### src/rtl/seg_disp_if.sv
`default_nettype none
// +--------------------------------------------------------------------------+
// | seg_disp_if : request/data/grant and display bundle for seg_disp_arbiter  |
// | Rev 1.0                                                                   |
// +--------------------------------------------------------------------------+
interface seg_disp_if;
  logic        req_a;
  logic [31:0] data_a;
  logic        req_b;
  logic [31:0] data_b;
  logic        gnt_a;
  logic        gnt_b;
  logic [7:0]  AN;
  logic [6:0]  Cnode;
  logic        dp;
  logic        frame_done;

  modport master (
    output req_a, data_a, req_b, data_b,
    input  gnt_a, gnt_b, AN, Cnode, dp, frame_done
  );

  modport slave (
    input  req_a, data_a, req_b, data_b,
    output gnt_a, gnt_b, AN, Cnode, dp, frame_done
  );
endinterface
`default_nettype wire

### src/rtl/seg_disp_arbiter.sv
`default_nettype none
// +--------------------------------------------------------------------------+
// | seg_disp_arbiter : two-requester arbiter driving a scanned 8-digit display |
// | Rev 1.0                                                                   |
// +--------------------------------------------------------------------------+
module seg_disp_arbiter #(
  parameter int REFRESH_DIV = 100000,
  parameter int HOLD_FRAMES = 4
) (
  input wire        clk,
  input wire        rst,
  seg_disp_if.slave bus
);

  localparam int c_TICK_W = (REFRESH_DIV > 1) ? $clog2(REFRESH_DIV) : 1;
  localparam int c_FC_W   = (HOLD_FRAMES > 0) ? $clog2(HOLD_FRAMES + 1) : 1;

  localparam logic [c_TICK_W-1:0] c_TICK_MAX = c_TICK_W'(REFRESH_DIV - 1);
  localparam logic [c_FC_W-1:0]   c_HOLD     = c_FC_W'(HOLD_FRAMES);

  localparam logic [1:0] c_IDLE   = 2'd0;
  localparam logic [1:0] c_SHOW_A = 2'd1;
  localparam logic [1:0] c_SHOW_B = 2'd2;

  logic [1:0]          r_state, w_state_nxt;
  logic [c_TICK_W-1:0] r_tick, w_tick_nxt;
  logic [2:0]          r_idx, w_idx_nxt;
  logic [c_FC_W-1:0]   r_frame_cnt, w_frame_cnt_nxt;
  logic                r_last_b, w_last_b_nxt;
  logic [31:0]         r_data, w_data_nxt;

  logic                w_slot_end;
  logic                w_frame_end;
  logic [c_FC_W:0]     w_fc_inc;
  logic                w_hold_met;
  logic                w_load;
  logic [3:0]          w_nibble;

  logic                r_gnt_a, w_gnt_a_nxt;
  logic                r_gnt_b, w_gnt_b_nxt;
  logic [7:0]          r_an, w_an_nxt;
  logic [6:0]          r_cnode, w_cnode_nxt;
  logic                r_dp;
  logic                r_frame_done, w_frame_done_nxt;

  function automatic logic [6:0] f_decode(input logic [3:0] nib);
    logic [6:0] seg;
    case (nib)
      4'h0: seg = 7'h40;
      4'h1: seg = 7'h79;
      4'h2: seg = 7'h24;
      4'h3: seg = 7'h30;
      4'h4: seg = 7'h19;
      4'h5: seg = 7'h12;
      4'h6: seg = 7'h02;
      4'h7: seg = 7'h78;
      4'h8: seg = 7'h00;
      4'h9: seg = 7'h10;
      4'hA: seg = 7'h08;
      4'hB: seg = 7'h03;
      4'hC: seg = 7'h46;
      4'hD: seg = 7'h21;
      4'hE: seg = 7'h06;
      default: seg = 7'h0E;
    endcase
    return seg;
  endfunction

  assign w_slot_end  = (r_state != c_IDLE) && (r_tick == c_TICK_MAX);
  assign w_frame_end = w_slot_end && (r_idx == 3'd7);
  assign w_fc_inc    = {1'b0, r_frame_cnt} + (c_FC_W + 1)'(1);
  assign w_hold_met  = (w_fc_inc >= {1'b0, c_HOLD});

  // State register
  always_ff @(posedge clk) begin
    if (rst) begin
      r_state <= c_IDLE;
    end else begin
      r_state <= w_state_nxt;
    end
  end

  // Next-state logic: an owner can only be displaced on a frame boundary
  always_comb begin
    w_state_nxt = r_state;
    case (r_state)
      c_IDLE: begin
        if (bus.req_a && (!bus.req_b || r_last_b)) begin
          w_state_nxt = c_SHOW_A;
        end else if (bus.req_b) begin
          w_state_nxt = c_SHOW_B;
        end
      end
      c_SHOW_A: begin
        if (w_frame_end) begin
          if (bus.req_b && (w_hold_met || !bus.req_a)) begin
            w_state_nxt = c_SHOW_B;
          end else if (!bus.req_a) begin
            w_state_nxt = c_IDLE;
          end
        end
      end
      c_SHOW_B: begin
        if (w_frame_end) begin
          if (bus.req_a && (w_hold_met || !bus.req_b)) begin
            w_state_nxt = c_SHOW_A;
          end else if (!bus.req_b) begin
            w_state_nxt = c_IDLE;
          end
        end
      end
      default: w_state_nxt = c_IDLE;
    endcase
  end

  // Scan counters run only while an owner is displayed; a switch keeps scanning
  always_comb begin
    w_tick_nxt = '0;
    w_idx_nxt  = '0;
    if ((r_state != c_IDLE) && (w_state_nxt != c_IDLE)) begin
      w_tick_nxt = w_slot_end ? '0 : r_tick + c_TICK_W'(1);
      w_idx_nxt  = w_slot_end ? r_idx + 3'd1 : r_idx;
    end

    w_frame_cnt_nxt = r_frame_cnt;
    if (w_state_nxt != r_state) begin
      w_frame_cnt_nxt = '0;
    end else if (w_frame_end && (r_frame_cnt < c_HOLD)) begin
      w_frame_cnt_nxt = r_frame_cnt + c_FC_W'(1);
    end

    w_last_b_nxt = r_last_b;
    if ((r_state != c_SHOW_A) && (w_state_nxt == c_SHOW_A)) begin
      w_last_b_nxt = 1'b0;
    end else if ((r_state != c_SHOW_B) && (w_state_nxt == c_SHOW_B)) begin
      w_last_b_nxt = 1'b1;
    end

    // Data snapshots only at grant or frame boundary so a frame never tears
    w_load     = (r_state == c_IDLE) || w_frame_end;
    w_data_nxt = r_data;
    if (w_load && (w_state_nxt == c_SHOW_A)) begin
      w_data_nxt = bus.data_a;
    end else if (w_load && (w_state_nxt == c_SHOW_B)) begin
      w_data_nxt = bus.data_b;
    end
  end

  // Output logic, evaluated on next-cycle values so outputs stay registered
  always_comb begin
    w_nibble         = w_data_nxt[{w_idx_nxt, 2'b00} +: 4];
    w_an_nxt         = 8'hFF;
    w_cnode_nxt      = 7'h7F;
    w_gnt_a_nxt      = 1'b0;
    w_gnt_b_nxt      = 1'b0;
    w_frame_done_nxt = 1'b0;
    if (w_state_nxt != c_IDLE) begin
      w_an_nxt         = ~(8'b1 << w_idx_nxt);
      w_cnode_nxt      = f_decode(w_nibble);
      w_gnt_a_nxt      = (w_state_nxt == c_SHOW_A);
      w_gnt_b_nxt      = (w_state_nxt == c_SHOW_B);
      w_frame_done_nxt = (w_tick_nxt == c_TICK_MAX) && (w_idx_nxt == 3'd7);
    end
  end

  always_ff @(posedge clk) begin
    if (rst) begin
      r_tick       <= '0;
      r_idx        <= '0;
      r_frame_cnt  <= '0;
      r_last_b     <= 1'b1;
      r_data       <= '0;
      r_gnt_a      <= 1'b0;
      r_gnt_b      <= 1'b0;
      r_an         <= 8'hFF;
      r_cnode      <= 7'h7F;
      r_dp         <= 1'b1;
      r_frame_done <= 1'b0;
    end else begin
      r_tick       <= w_tick_nxt;
      r_idx        <= w_idx_nxt;
      r_frame_cnt  <= w_frame_cnt_nxt;
      r_last_b     <= w_last_b_nxt;
      r_data       <= w_data_nxt;
      r_gnt_a      <= w_gnt_a_nxt;
      r_gnt_b      <= w_gnt_b_nxt;
      r_an         <= w_an_nxt;
      r_cnode      <= w_cnode_nxt;
      r_dp         <= 1'b1;
      r_frame_done <= w_frame_done_nxt;
    end
  end

  assign bus.gnt_a      = r_gnt_a;
  assign bus.gnt_b      = r_gnt_b;
  assign bus.AN         = r_an;
  assign bus.Cnode      = r_cnode;
  assign bus.dp         = r_dp;
  assign bus.frame_done = r_frame_done;

endmodule
`default_nettype wire

### src/flat_wrapper.sv
// flat-port wrapper written by rule: the top's interface ports become plain ports
module seg_disp_arbiter_flat 
#(
  parameter int REFRESH_DIV = 100000,
  parameter int HOLD_FRAMES = 4
)
  (clk, rst, bus_req_a, bus_data_a, bus_req_b, bus_data_b, bus_gnt_a, bus_gnt_b, bus_AN, bus_Cnode, bus_dp, bus_frame_done);
  seg_disp_if bus_i ();
  input wire clk;
  input wire rst;
  input wire logic [$bits(bus_i.req_a)-1:0] bus_req_a;
  input wire logic [$bits(bus_i.data_a)-1:0] bus_data_a;
  input wire logic [$bits(bus_i.req_b)-1:0] bus_req_b;
  input wire logic [$bits(bus_i.data_b)-1:0] bus_data_b;
  output wire logic [$bits(bus_i.gnt_a)-1:0] bus_gnt_a;
  output wire logic [$bits(bus_i.gnt_b)-1:0] bus_gnt_b;
  output wire logic [$bits(bus_i.AN)-1:0] bus_AN;
  output wire logic [$bits(bus_i.Cnode)-1:0] bus_Cnode;
  output wire logic [$bits(bus_i.dp)-1:0] bus_dp;
  output wire logic [$bits(bus_i.frame_done)-1:0] bus_frame_done;
  assign bus_i.req_a = bus_req_a;
  assign bus_i.data_a = bus_data_a;
  assign bus_i.req_b = bus_req_b;
  assign bus_i.data_b = bus_data_b;
  assign bus_gnt_a = bus_i.gnt_a;
  assign bus_gnt_b = bus_i.gnt_b;
  assign bus_AN = bus_i.AN;
  assign bus_Cnode = bus_i.Cnode;
  assign bus_dp = bus_i.dp;
  assign bus_frame_done = bus_i.frame_done;
  seg_disp_arbiter #(.REFRESH_DIV(REFRESH_DIV), .HOLD_FRAMES(HOLD_FRAMES)) u_core (.clk(clk), .rst(rst), .bus(bus_i));
endmodule
### config.mk
export PLATFORM = sky130hd
export DESIGN_NAME = seg_disp_arbiter_flat
export DESIGN_NICKNAME = d
export VERILOG_FILES = /design/src/rtl/seg_disp_if.sv /design/src/rtl/seg_disp_arbiter.sv /design/src/flat_wrapper.sv
export SDC_FILE = /design/constraint.sdc
export NUM_CORES = 1
export LEC_CHECK = 0
export CAP_MARGIN = 20
export CORE_ASPECT_RATIO = 0.5
export CORE_MARGIN = 2
export CORE_UTILIZATION = 47
export CTS_CLUSTER_DIAMETER = 50
export DETAILED_ROUTE_END_ITERATION = 8
export PLACE_DENSITY_LB_ADDON = 0.1
export SETUP_SLACK_MARGIN = 0.5
export SYNTH_ARGS = -nofsm -noshare
export SYNTH_HDL_FRONTEND = slang
export SYNTH_SLANG_ARGS = --single-unit
export TNS_END_PERCENT = 20
### constraint.sdc
create_clock -name clk -period 3.77 [get_ports clk]
set_input_delay 1.131 -clock clk [delete_from_list [all_inputs] [get_ports clk]]
set_output_delay 1.131 -clock clk [all_outputs]
set_load 0.005 [all_outputs]
=== Yosys cells after proc, flatten, opt, wreduce, memory -nomap -nowiden ===
Memory sizes are Yosys's and may differ from the RTL's. A register that Yosys moved wholly into a read port is not among the register bits.
Index checks and enable logic that the tools add are counted.

* Bits in registers: 69
* Bits in latches: 0
* RAM bits: 0
* ROM bits: 112
* Input bits: 68
* Output and inout port bits: 19
* Word-level logic and storage cells: 73
* Memories kept: 1

* Add/subtract/negate cells: 4
* Multipliers: 0
* Divide/modulo/power cells: 0
* Magnitude comparators: 2
* Equality and inequality tests: 11
* Shifts and indexed selects: 2
* Multiplexer cells: 17
* Bitwise operators: 2
* Reductions and logical operators: 24

{| class="wikitable"
|+ Memories
! name !! words !! bits a word !! read ports !! clocked after Yosys merged registers in !! write ports !! RTL line !! text
|-
| (no name shown) || 16 || 7 || 1 || 1 || 0 || seg_disp_arbiter.sv:48 || <nowiki>case (nib)</nowiki>
|}

{| class="wikitable"
|+ Operator list
! cell !! number
|-
| two-way mux 32 bit || 2
|-
| equality test 17 bit (second input constant) || 2
|-
| two-way mux 17 bit || 2
|-
| indexed part select 32 x 6 -> 4 bit || 1
|-
| adder 17 x 1 -> 17 bit (second input constant) || 1
|-
| two-way mux 2 bit || 8
|-
| logical AND 1 bit || 12
|-
| inverter 8 bit || 1
|-
| << shifter 1 x 3 -> 8 bit (first input constant) || 1
|-
| adder 3 x 1 -> 3 bit (second input constant) || 2
|-
| equality test 3 bit (second input constant) || 2
|-
| two-way mux 3 bit || 2
|-
| case mux 2 bit (3 select lines) || 1
|-
| nonzero test 2 bit || 3
|-
| adder 3 x 1 -> 4 bit (second input constant) || 1
|-
| equality test 2 x 1 -> 1 bit (second input constant) || 2
|-
| equality test 2 bit (second input constant) || 2
|-
| greater-or-equal comparator 4 x 3 -> 1 bit (second input constant) || 1
|-
| logical OR 1 bit || 4
|-
| OR reduction 2 bit || 2
|-
| less-than comparator 3 bit (second input constant) || 1
|-
| logical NOT 1 bit || 2
|-
| logical NOT 2 bit || 1
|-
| two-way mux 1 bit || 2
|-
| other kinds (4) || 4
|}

=== Logic depth before layout (Yosys ltp) ===
Gate-level depths: netlist of the first run.

* Depth in word-level cells: 12
* Depth in mapped cells: 19
* Mapped depth without buffers: 17

=== Worst setup path before layout of the first run ===
No wires, ideal clock.

* Path type: input to register
* Start: input port bus_req_a
* End: register u_core.r_cnode[3] (netlist: u_core.bus.Cnode[3])
* Library setup time: 0.125 ns
* Data arrival time: 3.917 ns
* Required time: 3.645 ns
* Slack: -0.272 ns
* Stages: 12
* Path buffers: 2
* Cells stage by stage: clkbuf_1 nor4bb_1 nor4_1 nand4_1 nand2_1 clkbuf_1 nor2_1 a32o_1 o311a_2 ha_1 nor2_1 o41a_1

* Word-level cells in the longest chain between the ends: 11
* Elaborated cells between the ends (all ways): 24
* Those cells by class: 2 x eq/ne; 1 x shift; 10 x mux; 1 x bitwise; 10 x reduce/logical

{| class="wikitable"
|+ Ends and longest elaborated chain
! what !! RTL line !! text
|-
| start: declaration || flat_wrapper.sv:11 || <nowiki>input wire logic [$bits(bus_i.req_a)-1:0] bus_req_a;</nowiki>
|-
| logical NOT 1 bit || seg_disp_arbiter.sv:96 || <nowiki>if (bus.req_b && (w_hold_met || !bus.req_a)) begin</nowiki>
|-
| logical OR 1 bit || seg_disp_arbiter.sv:96 ||
|-
| logical AND 1 bit || seg_disp_arbiter.sv:96 ||
|-
| two-way mux 2 bit || seg_disp_arbiter.sv:96 ||
|-
| two-way mux 2 bit || seg_disp_arbiter.sv:95 || <nowiki>if (w_frame_end) begin</nowiki>
|-
| case mux 2 bit (3 select lines) * || seg_disp_arbiter.sv:86 || <nowiki>case (r_state)</nowiki>
|-
| equality test 2 bit || seg_disp_arbiter.sv:144 || <nowiki>end else if (w_load && (w_state_nxt == c_SHOW_B)) begin</nowiki>
|-
| logical AND 1 bit || seg_disp_arbiter.sv:144 ||
|-
| two-way mux 32 bit || seg_disp_arbiter.sv:144 ||
|-
| two-way mux 32 bit || seg_disp_arbiter.sv:142 || <nowiki>if (w_load && (w_state_nxt == c_SHOW_A)) begin</nowiki>
|-
| indexed part select 32 x 6 -> 4 bit || seg_disp_arbiter.sv:151 || <nowiki>w_nibble = w_data_nxt[{w_idx_nxt, 2'b00} +: 4];</nowiki>
|-
| end: declaration || seg_disp_arbiter.sv:42 || <nowiki>logic [6:0] r_cnode, w_cnode_nxt;</nowiki>
|}

Every way passes the cells marked *; elsewhere a longest branch is shown, timed or not.
A chain may end at the register's enable or synchronous reset.

=== Final worst setup path of the first run ===
* Start: register u_core.r_tick[1]
* End: register u_core.r_cnode[1] (netlist: u_core.bus.Cnode[1])

* Word-level cells in the longest chain between the ends: 10
* Elaborated cells between the ends (all ways): 20
* Those cells by class: 3 x eq/ne; 1 x shift; 7 x mux; 1 x bitwise; 8 x reduce/logical

{| class="wikitable"
|+ Ends and longest elaborated chain
! what !! RTL line !! text
|-
| start: declaration || seg_disp_arbiter.sv:26 || <nowiki>logic [c_TICK_W-1:0] r_tick, w_tick_nxt;</nowiki>
|-
| start signal: assignment || seg_disp_arbiter.sv:180 || <nowiki>r_tick <= w_tick_nxt;</nowiki>
|-
| equality test 17 bit * || seg_disp_arbiter.sv:69 || <nowiki>assign w_slot_end = (r_state != c_IDLE) && (r_tick == c_TICK_MAX);</nowiki>
|-
| logical AND 1 bit * || seg_disp_arbiter.sv:69 ||
|-
| logical AND 1 bit || seg_disp_arbiter.sv:70 || <nowiki>assign w_frame_end = w_slot_end && (r_idx == 3'd7);</nowiki>
|-
| two-way mux 2 bit (on tied branches) || seg_disp_arbiter.sv:104, seg_disp_arbiter.sv:95 ||
|-
| case mux 2 bit (3 select lines) || seg_disp_arbiter.sv:86 ||
|-
| equality test 2 bit || seg_disp_arbiter.sv:144 ||
|-
| logical AND 1 bit || seg_disp_arbiter.sv:144 ||
|-
| two-way mux 32 bit || seg_disp_arbiter.sv:144 ||
|-
| two-way mux 32 bit || seg_disp_arbiter.sv:142 ||
|-
| indexed part select 32 x 6 -> 4 bit || seg_disp_arbiter.sv:151 ||
|}

Marks and branches as above.

==> flow_summary_export.csv, run 1 <==
group,metric,value,unit
outcome,status,"finished, final reports clean",
synthesis,netlist_instances,542,
synthesis,synth_top_cell_by_area,"dfxtp_1",
timing,period_minus_slack,3.59,ns
floorplanning,core_area,8830,um^2
routing,wirelength,13800,um
synthesis,ys_seq_area_frac,0.351,
synthesis,ys_ff_latch,76,
synthesis,synthArstFlopShare,0,
routing,wl_per_cell,16.3,um
synthesis,synth_cell_types,81,
setup_path,cpMostUsedCell,"buf_4",
floorplanning,start_util,0.491,
synthesis,yosys-top-cells-area,"dfxtp_1 (35%), nor2_1 (6.2%), nand2_1 (6.0%)",
clock_tree,clockRootBuffer,"clkbuf_16",
timing,fin_worst_skew,0.00583,ns
timing,hold_violations,0,
power_and_ir_drop,peakVddDrop,0.291,mV
floorplanning,die_y,71.9,um
routing,first_pass_iters,5,
timing,rsz0062_at_grt,"yes",
setup_path,cp-end-kind,"register",
timing,slew_viol_final,0,
synthesis,synthesis.nets,620,
place,port_buffers,85,
job,cap_violations,0,
setup_path,crit_family,"compound AO/OA/AOI/OAI gates",
global_routing,grt_max_degree,41,
setup_path,max_stage_delay,0.41,ns
floorplanning,die_w,140,um
setup_path,worstPathRequired,4.00,ns
synthesis,synth.cell_area,4330,um^2
floorplanning,die_area,10000,um^2
power_and_ir_drop,p_total,2.73,mW
floorplanning,rows,24,
routing,vias,4744,
worst_hold_path,hp-start,"u_core.r_last_b",
synthesis,syn_area_per_cell,7.99,um^2
timing,max_freq,279,MHz
place,dp_slack,-0.854,ns
global_routing,grt_util_all_layers,0.274,
clock_tree,cts_tree,"done",
setup_path,crit_type,"register to register",
setup_path,path_buf_inv,2,
timing,fin_crit_sh,0.952,
layout,synthToLayoutAreaGrowth,58.2,%
routing,ant_nets,0,
worst_hold_path,hp-class,"register to register",
synthesis,yosysWarnings,0,
routing,drt-vias-per-instance,5.60,
setup_path,regToRegSetupSlack,0.18,ns
routing,drt_first_iter_violations,272,
timing,fin_ws,0.180,ns
global_routing,overflow,0,
power_and_ir_drop,power.density,398,nW/um^2
synthesis,synth_ff_type,"dfxtp_1",
synthesis,yosys-top-cells-count,"dfxtp_1 (76), nor2_1 (71), nand2_1 (69)",
place,place.gp.congestion,0.893,
worst_hold_path,holdPathStages,1,
setup_path,worstPathCellList,"ha_4 > nand4_1 > buf_4 > nor4_4 > o2111a_2 > a211oi_4 > o21a_4 > or3_4 > mux2i_1 > a32o_2 > o311a_4 > buf_4 > mux2i_2 > a221o_1",
synthesis,netlist.area_leader.share,0.351,
global_routing,grt_pass1_wl,22200,um
routing,drc,0,
worst_hold_path,hold_path_end,"u_core.r_last_b",
timing,setup_viol,0,
global_routing,antenna_found_initial,0,
setup_path,slowest_stage,"o311a_4",
layout,final_layout_size_suffix_gt1_frac,0.304,
floorplanning,io_pins,87,
setup_path,r2r-start,"u_core.r_tick[1]",
clock_tree,insertion_delay,0.34,ns
timing,hold_ws,0.500,ns
clock_tree,htree_num_levels,3,
global_routing,grt_pass1_vias,4670,
clock_tree,clockBufferDepth,2,
layout,antenna_cells,0,
synthesis,synth_most_common_cell,"dfxtp_1",
setup_path,worstReg2RegEnd,"u_core.bus.Cnode[1]",
setup_path,worstSetupStartpointType,"register",
clock_tree,path_clk_slew,0.06,ns
clock_tree,cts_buffers,9,
layout,finalNetCount,803,
setup_path,rr_worst_depth,14,
power_and_ir_drop,leakage,2.72,nW
setup_path,cp_max_fo,5,
synthesis,synth_edf_count,0,
place,dp_hpwl,9790,um
setup_path,crit_arrival,3.82,ns
clock_tree,cts.sinks,76,
[final cells by class]
class,count,area [um^2]
inverters,14,60.1
repair buffers,203,1820
flip-flops and latches,76,1530
multi-input cells,421,2990
clock inverters,7,82.6
fillers,655,1980
well taps,117,146
clock buffers,9,225
[logic make-up after synthesis]
family | share of synthesized area
buf+inv | 0.0497
flops | 0.351
fa+ha+maj | 0.0289
xor+xnor | 0.0404
mux | 0.0248
other cells | 0.000865
compound gates | 0.230
simple gates | 0.274
[worst max path at each step]
| stage | from | end | depth (start not counted) |
|---|---|---|---|
| floorplan | bus_req_a | u_core.bus.Cnode[4] | 17 |
| global placement | bus_req_a | u_core.bus.Cnode[4] | 16 |
| detailed placement | bus_req_a | u_core.bus.Cnode[5] | 16 |
| CTS | u_core.r_tick[11] | u_core.bus.Cnode[3] | 12 |
| global route | u_core.r_tick[1] | u_core.bus.Cnode[4] | 19 |
| finish | u_core.r_tick[1] | u_core.bus.Cnode[1] | 14 |
[worst register-to-register path, cell delays in order, from the launching register on]
cell and delay (ns):
dfxtp_4 0.36, ha_4 0.14, nand4_1 0.17, buf_4 0.21, nor4_4 0.28, o2111a_2 0.29
a211oi_4 0.05, o21a_4 0.14, or3_4 0.38, mux2i_1 0.14, a32o_2 0.23, o311a_4 0.41
buf_4 0.16, mux2i_2 0.15, a221o_1 0.37
[state kept, by name (all words and copies together) (netlist names)]
register and flops:
u_core.bus.AN 8, u_core.bus.Cnode 7, u_core.bus.frame_done 1, u_core.bus.gnt_a 1
u_core.bus.gnt_b 1, u_core.r_data 32, u_core.r_frame_cnt 3, u_core.r_idx 3
u_core.r_last_b 1, u_core.r_state 2, u_core.r_tick 17
[cell usage in the layout, fill, tap and decap left out, types with 5 or more instances in the layout]
master	Yosys	layout
o21ai_0	23	18
nor2_1	71	68
nand2_1	69	67
clkdlybuf4s50_1	0	83
nor3_1	9	7
inv_1	14	10
mux2i_1	7	6
a211oi_1	12	10
nor2b_1	11	10
buf_6	4	7
nand4_1	9	9
o2bb2ai_1	12	6
a21oi_2	1	6
dfxtp_1	76	73
buf_4	2	108
xnor2_1	12	12
a21oi_1	32	24
a31oi_1	10	10
buf_12	0	5
ha_4	0	5
a311oi_1	5	5
xor2_1	8	8
clkbuf_16	0	9
nand3_1	28	27
[what timing repair did]
action / in CTS / in global routing
pin swaps: 36 / 25
cloned: 1 / 0
endpoints found under the setup margin: 33 / 7
hold buffers: 0 / 0
gates resized for setup: 57 / 24
setup buffers: 15 / 6
[per-stage QoR]
step,instances,setup TNS (ns),utilization,cell area (um^2)
after floorplan,542,-0.0328,-,4480
after global placement,809,-4.94,0.686,6060
after detailed placement,809,-6.10,0.686,6060
after CTS,841,0,0.758,6690
after global routing,847,0,0.776,6850
final,847,0,0.776,6850
[routing by layer]
| layer | track usage | vias to the layer above | share of wire |
|---|---|---|---|
| li1 | - | 2315 | - |
| met1 | 0.348 | 2254 | 0.45 |
| met2 | 0.477 | 153 | 0.48 |
| met3 | 0.0535 | 22 | 0.060 |
| met4 | 0.0911 | 0 | 0.015 |
| met5 | 0 | - | 0 |
[power breakdown]
group | switching [mW] | internal, mW | total [mW]
registers | 0.0284 | 0.878 | 0.907
clock network | 0.369 | 0.523 | 0.892
logic | 0.434 | 0.493 | 0.928
Power figures use the tool's default switching activity.
==> inputs of run 2 (changes only) <==
- CORE_MARGIN: 2 -> 3
==> run 2 against run 1 <==
  * Die area rose by 4.3%
  * Final area rose by 2.0%
  * Wire length rose by 1.7%
  * Clock skew fell by 0.0016 ns
  * Worst setup slack got worse by 0.0041 ns
  * Utilization rose by 1.5 points
  * Cell count rose by 0.71%
  * Critical endpoint is now u_core.bus.Cnode[4]
==> flow_summary_export.csv, run 2 (synthesis gave the netlist of run 1 again) <==
group,metric,value,unit
layout,largest_reg_flops,32,
timing,fin_worst_skew,0.00427,ns
timing,worst_pin_slew,0.549,ns
worst_hold_path,hp-start,"u_core.r_data[24]",
timing,tns,0,ns
setup_path,max_stage_delay,0.54,ns
floorplanning,rows,24,
floorplanning,die_y,73.9,um
setup_path,slowest_stage,"or4b_4",
timing,setup_viol,0,
global_routing,grt_pass1_vias,4606,
timing,period_minus_slack,3.59,ns
setup_path,crit_start,"u_core.r_tick[5]",
place,port_buffers,85,
routing,drt_first_iter_violations,220,
floorplanning,io_pins,87,
routing,vias,4767,
layout,finalNetCount,809,
timing,slew_viol_final,0,
floorplanning,start_util,0.491,
routing,wirelength,14000,um
layout,synthToLayoutAreaGrowth,61.3,%
layout,antenna_cells,0,
floorplanning,die_w,142,um
global_routing,antenna_found_initial,0,
routing,ant_nets,0,
layout,multi_input_area,3020,um^2
setup_path,path_buf_inv,3,
power_and_ir_drop,p_total,2.80,mW
floorplanning,core_area,8830,um^2
clock_tree,cts.sinks,76,
timing,rsz0062_at_grt,"yes",
setup_path,worstPathCellList,"or4b_4 > nor4_4 > buf_4 > o2111a_2 > a211oi_2 > buf_4 > o21a_4 > buf_6 > nor3_4 > mux2_4 > o311a_4 > ha_2 > nor2b_1 > a211oi_2 > a211o_1",
place,dp_hpwl,9910,um
setup_path,cp_max_fo,6,
routing,wl_per_cell,16.4,um
timing,hold_violations,0,
layout,final_common_cell,"buf_4",
timing,fin_ws,0.176,ns
worst_hold_path,hp-class,"register to register",
layout,layout_common_cells,"buf_4 (111), clkdlybuf4s50_1 (83), dfxtp_1 (71)",
routing,first_pass_iters,5,
power_and_ir_drop,leakage,2.76,nW
clock_tree,cts_tree,"done",
setup_path,crit_family,"compound AO/OA/AOI/OAI gates",
job,cap_violations,0,
setup_path,crit_type,"register to register",
clock_tree,clockBufferDepth,2,
global_routing,grt_util_all_layers,0.270,
clock_tree,clockRootBuffer,"clkbuf_16",
layout,register_area,1530,um^2
setup_path,worstSetupStartpointType,"register",
place,dp_slack,-0.802,ns
clock_tree,cts_buffers,9,
global_routing,grt_max_degree,39,
floorplanning,die_area,10500,um^2
layout,final_layout_size_suffix_gt1_frac,0.319,
layout,largest_register,"u_core.r_data",
power_and_ir_drop,power.density,401,nW/um^2
timing,slew_headroom,0.633,
timing,hold_ws,0.497,ns
routing,drt-vias-per-instance,5.59,
power_and_ir_drop,peakVddDrop,0.274,mV
timing,max_freq,278,MHz
layout,fillers,622,
place,place.gp.congestion,0.922,
clock_tree,insertion_delay,0.34,ns
routing,drc,0,
clock_tree,htree_num_levels,3,
clock_tree,path_clk_slew,0.06,ns
timing,fin_crit_sh,0.953,
global_routing,overflow,0,
setup_path,r2r-start,"u_core.r_tick[5]",
setup_path,worstPathRequired,4.06,ns
outcome,status,"finished, final reports clean",
setup_path,cp-end-kind,"register",
global_routing,grt_pass1_wl,22400,um
setup_path,crit_arrival,3.89,ns
-- run 2: area by class of cell --
class / instances / share of cell area
multi-input combinational: 421 / 0.432
inverter: 14 / 0.00859
sequential: 76 / 0.219
clock buffer: 9 / 0.0322
tap: 117 / 0.0209
clock inverter: 7 / 0.0143
timing repair buffer: 209 / 0.273
-- run 2: what timing repair did --
item / CTS / global route
buffers inserted: 21 / 2
hold endpoints to repair: 0 / 0
endpoints found under the setup margin: 28 / 7
gates cloned: 2 / 0
pin swaps: 28 / 16
resized for setup: 80 / 17
hold buffers: 0 / 0
-- run 2: final timing paths --
| path | endpoint | slack [ns] | depth (start not counted) |
|---|---|---|---|
| setup / recovery | u_core.bus.Cnode[4] | 0.18 | 15 |
| hold / removal | u_core.r_data[24] | 0.50 | 2 |
| setup reg to reg | u_core.bus.Cnode[4] | 0.18 | 15 |
| hold reg to reg | u_core.r_data[24] | 0.50 | 2 |
-- run 2: routing by layer --
metal | part of all wire | global-route usage | routed length, um
met1 | 0.45 | 0.344 | 6280
met2 | 0.47 | 0.465 | 6660
met3 | 0.060 | 0.0598 | 836
met4 | 0.017 | 0.0755 | 242
met5 | 0 | 0 | 0
-- run 2: through the flow --
stage,util,instance area (um^2),std cells
finish,0.792,6990,853
global placement,0.690,6090,812
floorplan,-,4480,542
detailed placement,0.690,6090,812
global route,0.792,6990,853
CTS,0.782,6900,851
-- run 2: where the power goes --
part           leakage (nW)  switching (mW)  internal (mW)
logic                  1.99           0.443          0.506
registers             0.624          0.0254          0.878
clock network         0.148           0.363          0.583
total                  2.76           0.832           1.97
-- run 2: worst register-to-register path: stages (launching register included) --
cell      delay (ns)
dfxtp_2         0.34
or4b_4          0.54
nor4_4          0.16
buf_4           0.16
o2111a_2        0.20
a211oi_2        0.04
buf_4           0.16
o21a_4          0.13
buf_6           0.12
nor3_4          0.23
mux2_4          0.34
o311a_4         0.42
ha_2            0.20
nor2b_1         0.13
a211oi_2        0.24
a211o_1         0.13
==> inputs of run 3 (changes only) <==
- CORE_UTILIZATION: 47 -> 40
- RECOVER_POWER: default -> 100
- clock period: 3.77 -> 4.6 ns (I/O delays scaled with it)
==> run 3 against run 2 <==
  * Combinational power is 31% lower
  * Critical path depth is 2 lower
  * Final area is 10% lower
  * First-iteration DRC count is 23% higher
  * Non-clock buffer count is 39 lower
  * Utilization is 19 points lower
  * Hold slack worse by 0.011 ns
  * Sequential share of layout area is 2.4 points higher
  * Wire length is 5.6% lower
  * Largest cell class unchanged
==> flow_summary_export.csv, run 3 (synthesis gave the netlist of run 1 again) <==
group,metric,value,unit
floorplanning,die_y,79.6,um
layout,fillers,963,
routing,first_pass_iters,5,
layout,largest_reg_flops,32,
power_and_ir_drop,clockPowerShare,0.317,
timing,period_minus_slack,4.20,ns
global_routing,grt_pass1_vias,4285,
setup_path,crit_arrival,4.43,ns
floorplanning,rows,26,
floorplanning,die_w,153,um
outcome,status,"finished, final reports clean",
layout,synthToLayoutAreaGrowth,44.5,%
timing,setup_viol,0,
timing,fin_ws,0.396,ns
power_and_ir_drop,power_frac_seq,0.364,
routing,vias,4475,
floorplanning,io_pins,87,
floorplanning,die_area,12200,um^2
setup_path,cp-end-kind,"register",
layout,layout_common_cells,"dfxtp_1 (75), nor2_1 (71), nand2_1 (68)",
timing,slew_headroom,0.509,
timing,tns,0,ns
clock_tree,cts_tree,"done",
worst_hold_path,hp-class,"register to register",
global_routing,overflow,0,
power_and_ir_drop,power.density,327,nW/um^2
layout,final_common_cell,"dfxtp_1",
job,cap_violations,0,
floorplanning,core_area,10400,um^2
timing,hold_violations,0,
routing,drt_first_iter_violations,270,
setup_path,worstPathRequired,4.82,ns
setup_path,worstPathCellList,"buf_2 > clkbuf_1 > inv_1 > a211oi_1 > o2111ai_1 > a211oi_1 > o21a_4 > or3_4 > clkbuf_1 > nand4_1 > a22oi_4 > mux2i_1 > a221o_1",
floorplanning,start_util,0.418,
routing,ant_nets,0,
routing,drt-vias-per-instance,5.35,
power_and_ir_drop,comb_power_share,0.320,
power_and_ir_drop,internal-power,1.43,mW
setup_path,worstSetupStartpointType,"input port",
routing,wl_per_cell,15.8,um
global_routing,grt_util_all_layers,0.214,
place,port_buffers,85,
global_routing,antenna_found_initial,0,
power_and_ir_drop,swShare,0.300,
layout,final_layout_size_suffix_gt1_frac,0.198,
clock_tree,holdBufCountCts,0,
clock_tree,path_clk_slew,0.06,ns
clock_tree,insertion_delay,0.34,ns
timing,fin_worst_skew,0.00643,ns
layout,finalNetCount,770,
layout,largest_register,"u_core.r_data",
place,dp_slack,-0.216,ns
setup_path,slowest_stage,"a211oi_1",
setup_path,crit_type,"input port to register",
layout,antenna_cells,0,
power_and_ir_drop,peakVddDrop,0.186,mV
timing,worst_pin_slew,0.736,ns
timing,slew_viol_final,0,
routing,wirelength,13200,um
power_and_ir_drop,leakage,2.40,nW
place,dp_hpwl,9470,um
timing,fin_crit_sh,0.914,
global_routing,grt_pass1_wl,21100,um
clock_tree,htree_num_levels,3,
clock_tree,cts_buffers,9,
timing,rsz0062_at_grt,"yes",
clock_tree,cts.sinks,76,
clock_tree,clockBufferDepth,2,
setup_path,max_stage_delay,0.47,ns
clock_tree,clockRootBuffer,"clkbuf_16",
place,place.gp.congestion,0.896,
global_routing,grt_max_degree,38,
power_and_ir_drop,p_sw,0.614,mW
routing,drc,0,
timing,max_freq,238,MHz
setup_path,cp_max_fo,6,
## run 3: cell types whose count changed in the layout (fill, tap and decap cells not counted), sizes merged, moves of 2 or more
cell,previous run,this run
buf,126,70
clkdlybuf4s50,83,65
clkbuf,9,28
bufinv,2,0
dlygate4sd3,0,18
## run 3: worst max-delay path, delay by kind of cell
kind | cells | cell delay, ns
buf+inv | 4 | 0.59
simple gates | 2 | 0.49
mux | 1 | 0.17
compound gates | 6 | 1.79
## run 3: repair_timing
| action | CTS | global route |
|---|---|---|
| gates cloned | 2 | 1 |
| setup endpoints to repair | 7 | 7 |
| resized for setup | 25 | 27 |
| setup buffers | 4 | 5 |
| pin swaps | 7 | 18 |
| endpoints found under the hold margin | 0 | 0 |
## run 3: path summary, 6_finish.rpt
kind | startpoint | to | slack (ns) | depth (start not counted)
worst min-delay path | u_core.r_tick[0] | u_core.r_tick[0] | 0.49 | 1
worst max register to register | u_core.r_tick[0] | u_core.bus.Cnode[1] | 0.64 | 13
worst max-delay path | bus_req_a | u_core.bus.Cnode[1] | 0.40 | 13
worst min register to register | u_core.r_tick[0] | u_core.r_tick[0] | 0.49 | 1
## run 3: power groups by stage
stage                     Sequential [mW]  Combinational (mW)  Clock (mW)
after floorplan                     0.751               0.327           0
after global placement              0.758               0.593           0
after detailed placement            0.758               0.594           0
after CTS                           0.745               0.642       0.658
after global routing                0.752               0.712       0.687
final                               0.746               0.655       0.649
## run 3: per-stage QoR
step                power, mW  hold slack [ns]   util  instance area [um^2]  cells
floorplan                1.08            0.441      -                  4370    542
finish                   2.05            0.486  0.603                  6260    837
global placement         1.35            0.466  0.558                  5790    809
CTS                      2.04            0.494  0.600                  6220    831
detailed placement       1.35            0.483  0.558                  5790    809
global route             2.15            0.506  0.603                  6260    837
## run 3: cell type report
cell class / count / area, um^2 / area share
Clock buffer: 12 / 246 / 0.0394
Multi-Input combinational cell: 421 / 2760 / 0.441
Timing Repair Buffer: 170 / 1480 / 0.236
Tap cell: 140 / 175 / 0.0280
Sequential cell: 76 / 1520 / 0.243
Inverter: 14 / 52.6 / 0.00839
Clock inverter: 4 / 25.0 / 0.00400
## run 3: routing by layer
metal	up-vias	share of wire	global-route usage
met4	0	0.011	0.0498
met2	119	0.45	0.347
met1	2081	0.49	0.290
li1	2258	-	-
met5	-	0	0
met3	17	0.053	0.0536
